$ cat config.mk
export PLATFORM = sky130hd
export DESIGN_NAME = subtractor
export DESIGN_NICKNAME = d
export VERILOG_FILES = /design/src/rtl/subtractor.sv
export SDC_FILE = /design/constraint.sdc
export NUM_CORES = 1
export LEC_CHECK = 0
export CORE_AREA = 2 2 39 41
export DETAILED_ROUTE_END_ITERATION = 8
export DIE_AREA = 0 0 41 43
export SKIP_CTS_REPAIR_TIMING = 1
export SLEW_MARGIN = 20
export SYNTH_ARGS = -nofsm -noshare
export SYNTH_HDL_FRONTEND = slang
export SYNTH_SLANG_ARGS = --single-unit
$ cat constraint.sdc
create_clock -name i_clock -period 6.2 [get_ports i_clock]
set_clock_uncertainty 0.15 [all_clocks]
set_input_delay 1.24 -clock i_clock [delete_from_list [all_inputs] [get_ports i_clock]]
set_output_delay 1.24 -clock i_clock [all_outputs]
set_load 0.005 [all_outputs]
$ cat src/rtl/subtractor.sv
// Unsigned BITS-wide subtractor built from a ripple-borrow chain, with one
// registered output stage holding {borrow, difference}.
module subtractor #(
  parameter int BITS = 4
) (
  input  logic            i_clock,
  input  logic            i_reset,
  input  logic [BITS-1:0] i_minuend,
  input  logic [BITS-1:0] i_subtrahend,
  output logic [BITS-1:0] o_difference,
  output logic            o_borrow
);

  logic [BITS:0]   borrow_chain;
  logic [BITS-1:0] difference_d;
  logic [BITS-1:0] difference_q;
  logic            borrow_d;
  logic            borrow_q;

  // Full-subtractor cells; bit 0 starts with no borrow.
  always_comb begin
    borrow_chain = '0;
    difference_d = '0;
    for (int i = 0; i < BITS; i++) begin
      difference_d[i]   = i_minuend[i] ^ i_subtrahend[i] ^ borrow_chain[i];
      borrow_chain[i+1] = (~i_minuend[i] & i_subtrahend[i])
                        | (~(i_minuend[i] ^ i_subtrahend[i]) & borrow_chain[i]);
    end
    borrow_d = borrow_chain[BITS];
  end

  always_ff @(posedge i_clock) begin
    if (i_reset) begin
      difference_q <= '0;
      borrow_q     <= 1'b0;
    end else begin
      difference_q <= difference_d;
      borrow_q     <= borrow_d;
    end
  end

  assign o_difference = difference_q;
  assign o_borrow     = borrow_q;

endmodule

# == Word level (Yosys, flattened, before mapping) ==
# Index checks and enable logic that the tools add are counted.
# totals
regBits,5
latchBits,0
ram_bits,0
rom_bits,0
out_inout_bits,5
word_cells,26
n_memories,0
# classes
n_addsub,0
n_mul,0
div,0
order_cmp,0
eq_ne,0
shifts,0
n_mux,0
bitwise_logic,24
n_reduce_logical,0
# op_table
cell,count
$and A1 B1 Y1,7
$not A1 Y1,7
$xor A1 B1 Y1,7
$or A1 B1 Y1,3

# == Logic depth before layout (Yosys ltp) ==
# Gate-level depths: netlist of run 1.
# logic_depth
ltp_word,8
mapped_depth,9
depth_no_buf,9

# == Least setup slack after synthesis of run 1 ==
# No wires, ideal clock.
# synth_timing
path_type,input -> register
from,input port i_minuend[0]
to,register difference_q[3] (netlist: o_difference[3])
arrival_time_ns,2.601
required_ns,5.936
path_slack_ns,3.335
cell_stages,9
n_path_buf,0
cell_sequence,inv_1 -> ha_1 -> inv_1 -> fa_1 -> inv_1 -> fa_1 -> inv_1 -> fa_1 -> nor2b_1
# synth_via
elab_chain_cells,7
# synth_rtl
item,line_no,source
from (decl),8,"input logic [BITS-1:0] i_minuend,"
$not A1 Y1,26,borrow_chain[i+1] = (~i_minuend[i] & i_subtrahend[i])
$and A1 B1 Y1,26,
$and A1 B1 Y1,27,| (~(i_minuend[i] ^ i_subtrahend[i]) & borrow_chain[i]);
$or A1 B1 Y1,27,
$and A1 B1 Y1,27,
$or A1 B1 Y1,27,
$xor A1 B1 Y1,25,difference_d[i] = i_minuend[i] ^ i_subtrahend[i] ^ borrow_chain[i];
named net difference_d[3],15,logic [BITS-1:0] difference_d;
to (signal assigned),37,difference_q <= difference_d;
to (decl),16,logic [BITS-1:0] difference_q;
# The timed path passes the listed nets, and every way through them passes these cells.
# A chain may end at the register's enable or synchronous reset.

# == Worst setup path after layout of run 1 ==
# Same ends and word-level chain as after synthesis.

==> results of run 1 <==
-- logic make-up after synthesis --
group | share of synthesized area
fa+ha+maj | 0.3258
simple gates | 0.1067
flops | 0.4495
buf+inv | 0.1180
-- synthesized netlist by cell type --
master	number	area, um2
fa_1	3	60.06
nor2_1	3	11.26
inv_1	7	26.28
dfxtp_1	5	100.1
ha_1	1	12.51
nor2b_1	2	12.51
-- critical path, cell delays in order --
cell             delay, ps
clkdlybuf4s50_1        450
inv_1                   40
ha_1                   180
inv_1                   60
fa_1                   150
inv_1                   50
fa_1                   350
inv_1                   70
fa_1                   390
nor2b_1                130
-- placed cells by master (no fill, tap or decap) --
master           netlist  routed
fa_1                   3       3
ha_1                   1       1
nor2_1                 3       3
clkbuf_4               0       3
clkdlybuf4s50_1        0      14
nor2b_1                2       2
clkbuf_1               0       1
inv_1                  7       7
dfxtp_1                5       5
-- metrics by stage --
step | cell area [um2] | hold WS [ps] | std cells | utilization
after floorplan | 222.7 | 1157 | 21 | -
after global placement | 382.9 | 1713 | 51 | 0.2767
after CTS | 409.1 | 1472 | 55 | 0.2957
after detailed placement | 382.9 | 1723 | 51 | 0.2767
final | 409.1 | 1476 | 55 | 0.2957
after global routing | 409.1 | 1500 | 55 | 0.2957
-- report_power, final --
part           internal, uW  switching (uW)
logic                  13.4            5.98
clock network          24.3            12.2
registers              35.6           0.743
-- metal layers --
layer | GRT usage | part of all wire | wire (um)
met1 | 0.02941 | 0.30 | 113
met5 | 0 | 0 | 0
met2 | 0.07813 | 0.59 | 222
met3 | 0 | 0.072 | 27
met4 | 0.1200 | 0.029 | 11
-- how the worst min path moves through the flow --
stage | from | end | slack, ps | cells past startpoint
4_1_cts | i_reset | o_borrow | 1470 | 2
3_5_place_dp | i_reset | o_borrow | 1720 | 2
2_1_floorplan | i_reset | o_borrow | 1160 | 1
3_3_place_gp | i_reset | o_difference[2] | 1710 | 2
6_report | i_reset | o_borrow | 1480 | 2
5_1_grt | i_reset | o_borrow | 1500 | 2
-- state kept, by name (all words and copies together), names as in the netlist --
register,flops
o_borrow,1
o_difference,4
-- layout make-up --
| cell class | count | area [um2] | area share |
|---|---|---|---|
| multi-input cells | 9 | 96.34 | 0.2355 |
| clock buffers | 4 | 26.28 | 0.06422 |
| well taps | 16 | 20.02 | 0.04893 |
| repair buffers | 14 | 140.1 | 0.3425 |
| inverters | 7 | 26.28 | 0.06422 |
| flip-flops and latches | 5 | 100.1 | 0.2446 |
==> results.txt, run 1 <==
period utilization - 0.5059
Post-Synthesis Cells - 21
initial antenna violation count - 0
RSZ-0062 raised after global routing - false
routed vias - 190
vias per cell - 3.455
final setup violation count - 0
Final Wtd Congestion - 0.5984
final slew viol count - 0
Clock Tree Root - clkbuf_4
drt pass-1 iters - 1
Iter 0 DRT Violations - 0
Arrival @ worst endpoint - 3110 ps
Total Wirelength - 374 um
Port Buffers - 14
Synth warnings - 0
total negative slack - 0 ps
VDD IR-drop max - 0.04569 mV
pwr dens - 225.2 nW/um2
Mapped Nets - 35
DIE AREA - 1763 um2
worst path required time - 6180 ps
f_max - 318.8 MHz
relative slew slack - 0.8924
clock transition at the registers of the reported paths - 40 ps
crit path max fanout - 1
die width - 41 um
CP Capture Point - o_difference[3]
die height - 43 um
Layout area overhead - 83.71%
number of synthesized register bits - 5
Final nets - 54
Tot Pwr - 92.15 uW
crit path time final - 3137 ps
Startpoint Class - input pin
Remaining DRCs - 0
max cap viols - 0
Total Routing Usage GR - 0.05247
Hold Path Class - in -> reg
CP Capture Type - flop
final HPWL from detailed placement - 341.6 um
Yosys cell types - 6
Critical Path Source - i_minuend[0]
share of cells above drive strength 1 - 0.07692
final hold viol count - 0
CTS tree - yes
Num CTS Buffers - 3
final-layout fill cell count - 165
largest net degree at the start of global routing - 6
Worst-Margin Slew - 160.9 ps
Leak - 0.0001849 uW
vias in the first global route - 171
ANT cells - 0
status - finished, final reports clean
Final WS setup - 3063 ps
H-Tree Depth - 1
DR WL/cell - 6.800 um
CP Class - in -> reg
DP Worst Slack - 2797 ps
first-pass GRT wire length - 510 um
IO Pins - 15
initial core utilization - 0.1609
Core Box Area - 1384 um2
clk buf depth - 2
GR Overflow Total - 0
post-synthesis sequential area ratio - 0.4494
post-route ant nets - 0
Post-Syn Area - 222.7 um2
clock sinks - 5
Avg Inst Size Synth - 10.61 um2
Rows - 14
(Power assumes the default switching activity.)
==> inputs of run 2 (changes only) <==
clock period = 2.9 ns   (was 6.2 ns; I/O delays follow)
==> results.txt, run 2 (same netlist as run 1, synthesis figures left out) <==
RSZ-0062 raised after global routing - false
pwr dens - 483.5 nW/um2
share of cells above drive strength 1 - 0.07692
period utilization - 0.8517
CTS tree - yes
final hold viol count - 0
highest-delay cell along the critical path - clkdlybuf4s50_1
initial antenna violation count - 0
Rows - 14
vias per cell - 3.382
f_max - 404.9 MHz
total negative slack - 0 ps
post-route ant nets - 0
Layout area overhead - 83.71%
WHS - 807.8 ps
Startpoint Class - input pin
commonest cells after routing, fill and taps aside - clkdlybuf4s50_1 (14), inv_1 (7), dfxtp_1 (5)
critical path's top delay family - adder cells
Critical Path, Cell by Cell - clkdlybuf4s50_1 > inv_1 > ha_1 > inv_1 > fa_1 > inv_1 > fa_1 > inv_1 > fa_1 > nor2b_1
CP Capture Point - o_difference[3]
commonest non-fill, non-tap cell in the layout - clkdlybuf4s50_1
VDD IR-drop max - 0.07901 mV
clk buf depth - 2
ANT cells - 0
relative slew slack - 0.8939
Critical Path Source - i_minuend[0]
vias in the first global route - 172
first-pass GRT wire length - 531 um
Final Wtd Congestion - 0.6031
CP Class - in -> reg
crit path max fanout - 1
Final nets - 54
Core Box Area - 1384 um2
CP Capture Type - flop
clock sinks - 5
routed vias - 186
H-Tree Depth - 1
Remaining DRCs - 0
initial core utilization - 0.1609
Crit path depth - 10
clock transition at the registers of the reported paths - 40 ps
die height - 43 um
largest net degree at the start of global routing - 6
Leak - 0.0001849 uW
Hold Path Class - in -> reg
worst path required time - 2880 ps
Port Buffers - 14
Arrival @ worst endpoint - 2450 ps
DIE AREA - 1763 um2
final setup violation count - 0
drt pass-1 iters - 2
max cap viols - 0
die width - 41 um
Total Wirelength - 373 um
critical path buffer and inverter count - 5
DR WL/cell - 6.782 um
max FFs per register - 4
Tot Pwr - 197.8 uW
Max stage delay on crit path - 450 ps
Num CTS Buffers - 3
Worst-Margin Slew - 158.6 ps
Iter 0 DRT Violations - 1
Clock Tree Root - clkbuf_4
Total Routing Usage GR - 0.05141
crit path time final - 2470 ps
final slew viol count - 0
IO Pins - 15
most used cell, CP - inv_1
GR Overflow Total - 0
status - finished, final reports clean
run 2: how the worst min path moves through the flow:
stage,end,slack (ps),cells after the start,startpoint
global route,o_difference[0],830,2,i_reset
global placement,o_difference[2],1050,2,i_reset
floorplan,o_borrow,500,1,i_reset
CTS,o_borrow,800,2,i_reset
detailed placement,o_borrow,1050,2,i_reset
finish,o_borrow,810,2,i_reset
run 2: per-layer routing:
| metal | up-vias | part of all wire | GRT usage |
|---|---|---|---|
| li1 | 92 | - | - |
| met1 | 82 | 0.30 | 0.03257 |
| met2 | 10 | 0.57 | 0.08125 |
| met3 | 2 | 0.078 | 0 |
| met4 | 0 | 0.040 | 0.1000 |
| met5 | - | 0 | 0 |
run 2: cell type report:
class | instances | area (um2)
clock buffers | 4 | 26.28
flip-flops and latches | 5 | 100.1
multi-input cells | 9 | 96.34
inverters | 7 | 26.28
fillers | 165 | 974.7
well taps | 16 | 20.02
repair buffers | 14 | 140.1
run 2: stage by stage:
stage | instance area [um2] | std cells | util | setup slack (ps)
2_1_floorplan | 222.7 | 21 | - | 694.9
3_3_place_gp | 382.9 | 51 | 0.2767 | 164.6
3_5_place_dp | 382.9 | 51 | 0.2767 | 167.7
4_1_cts | 409.1 | 55 | 0.2957 | 421.9
5_1_grt | 409.1 | 55 | 0.2957 | 314.3
6_report | 409.1 | 55 | 0.2957 | 430.2
run 2: power breakdown:
part	internal (uW)	switching, uW
clock	51.9	26.9
sequential	76.1	1.65
combinational	28.6	12.7
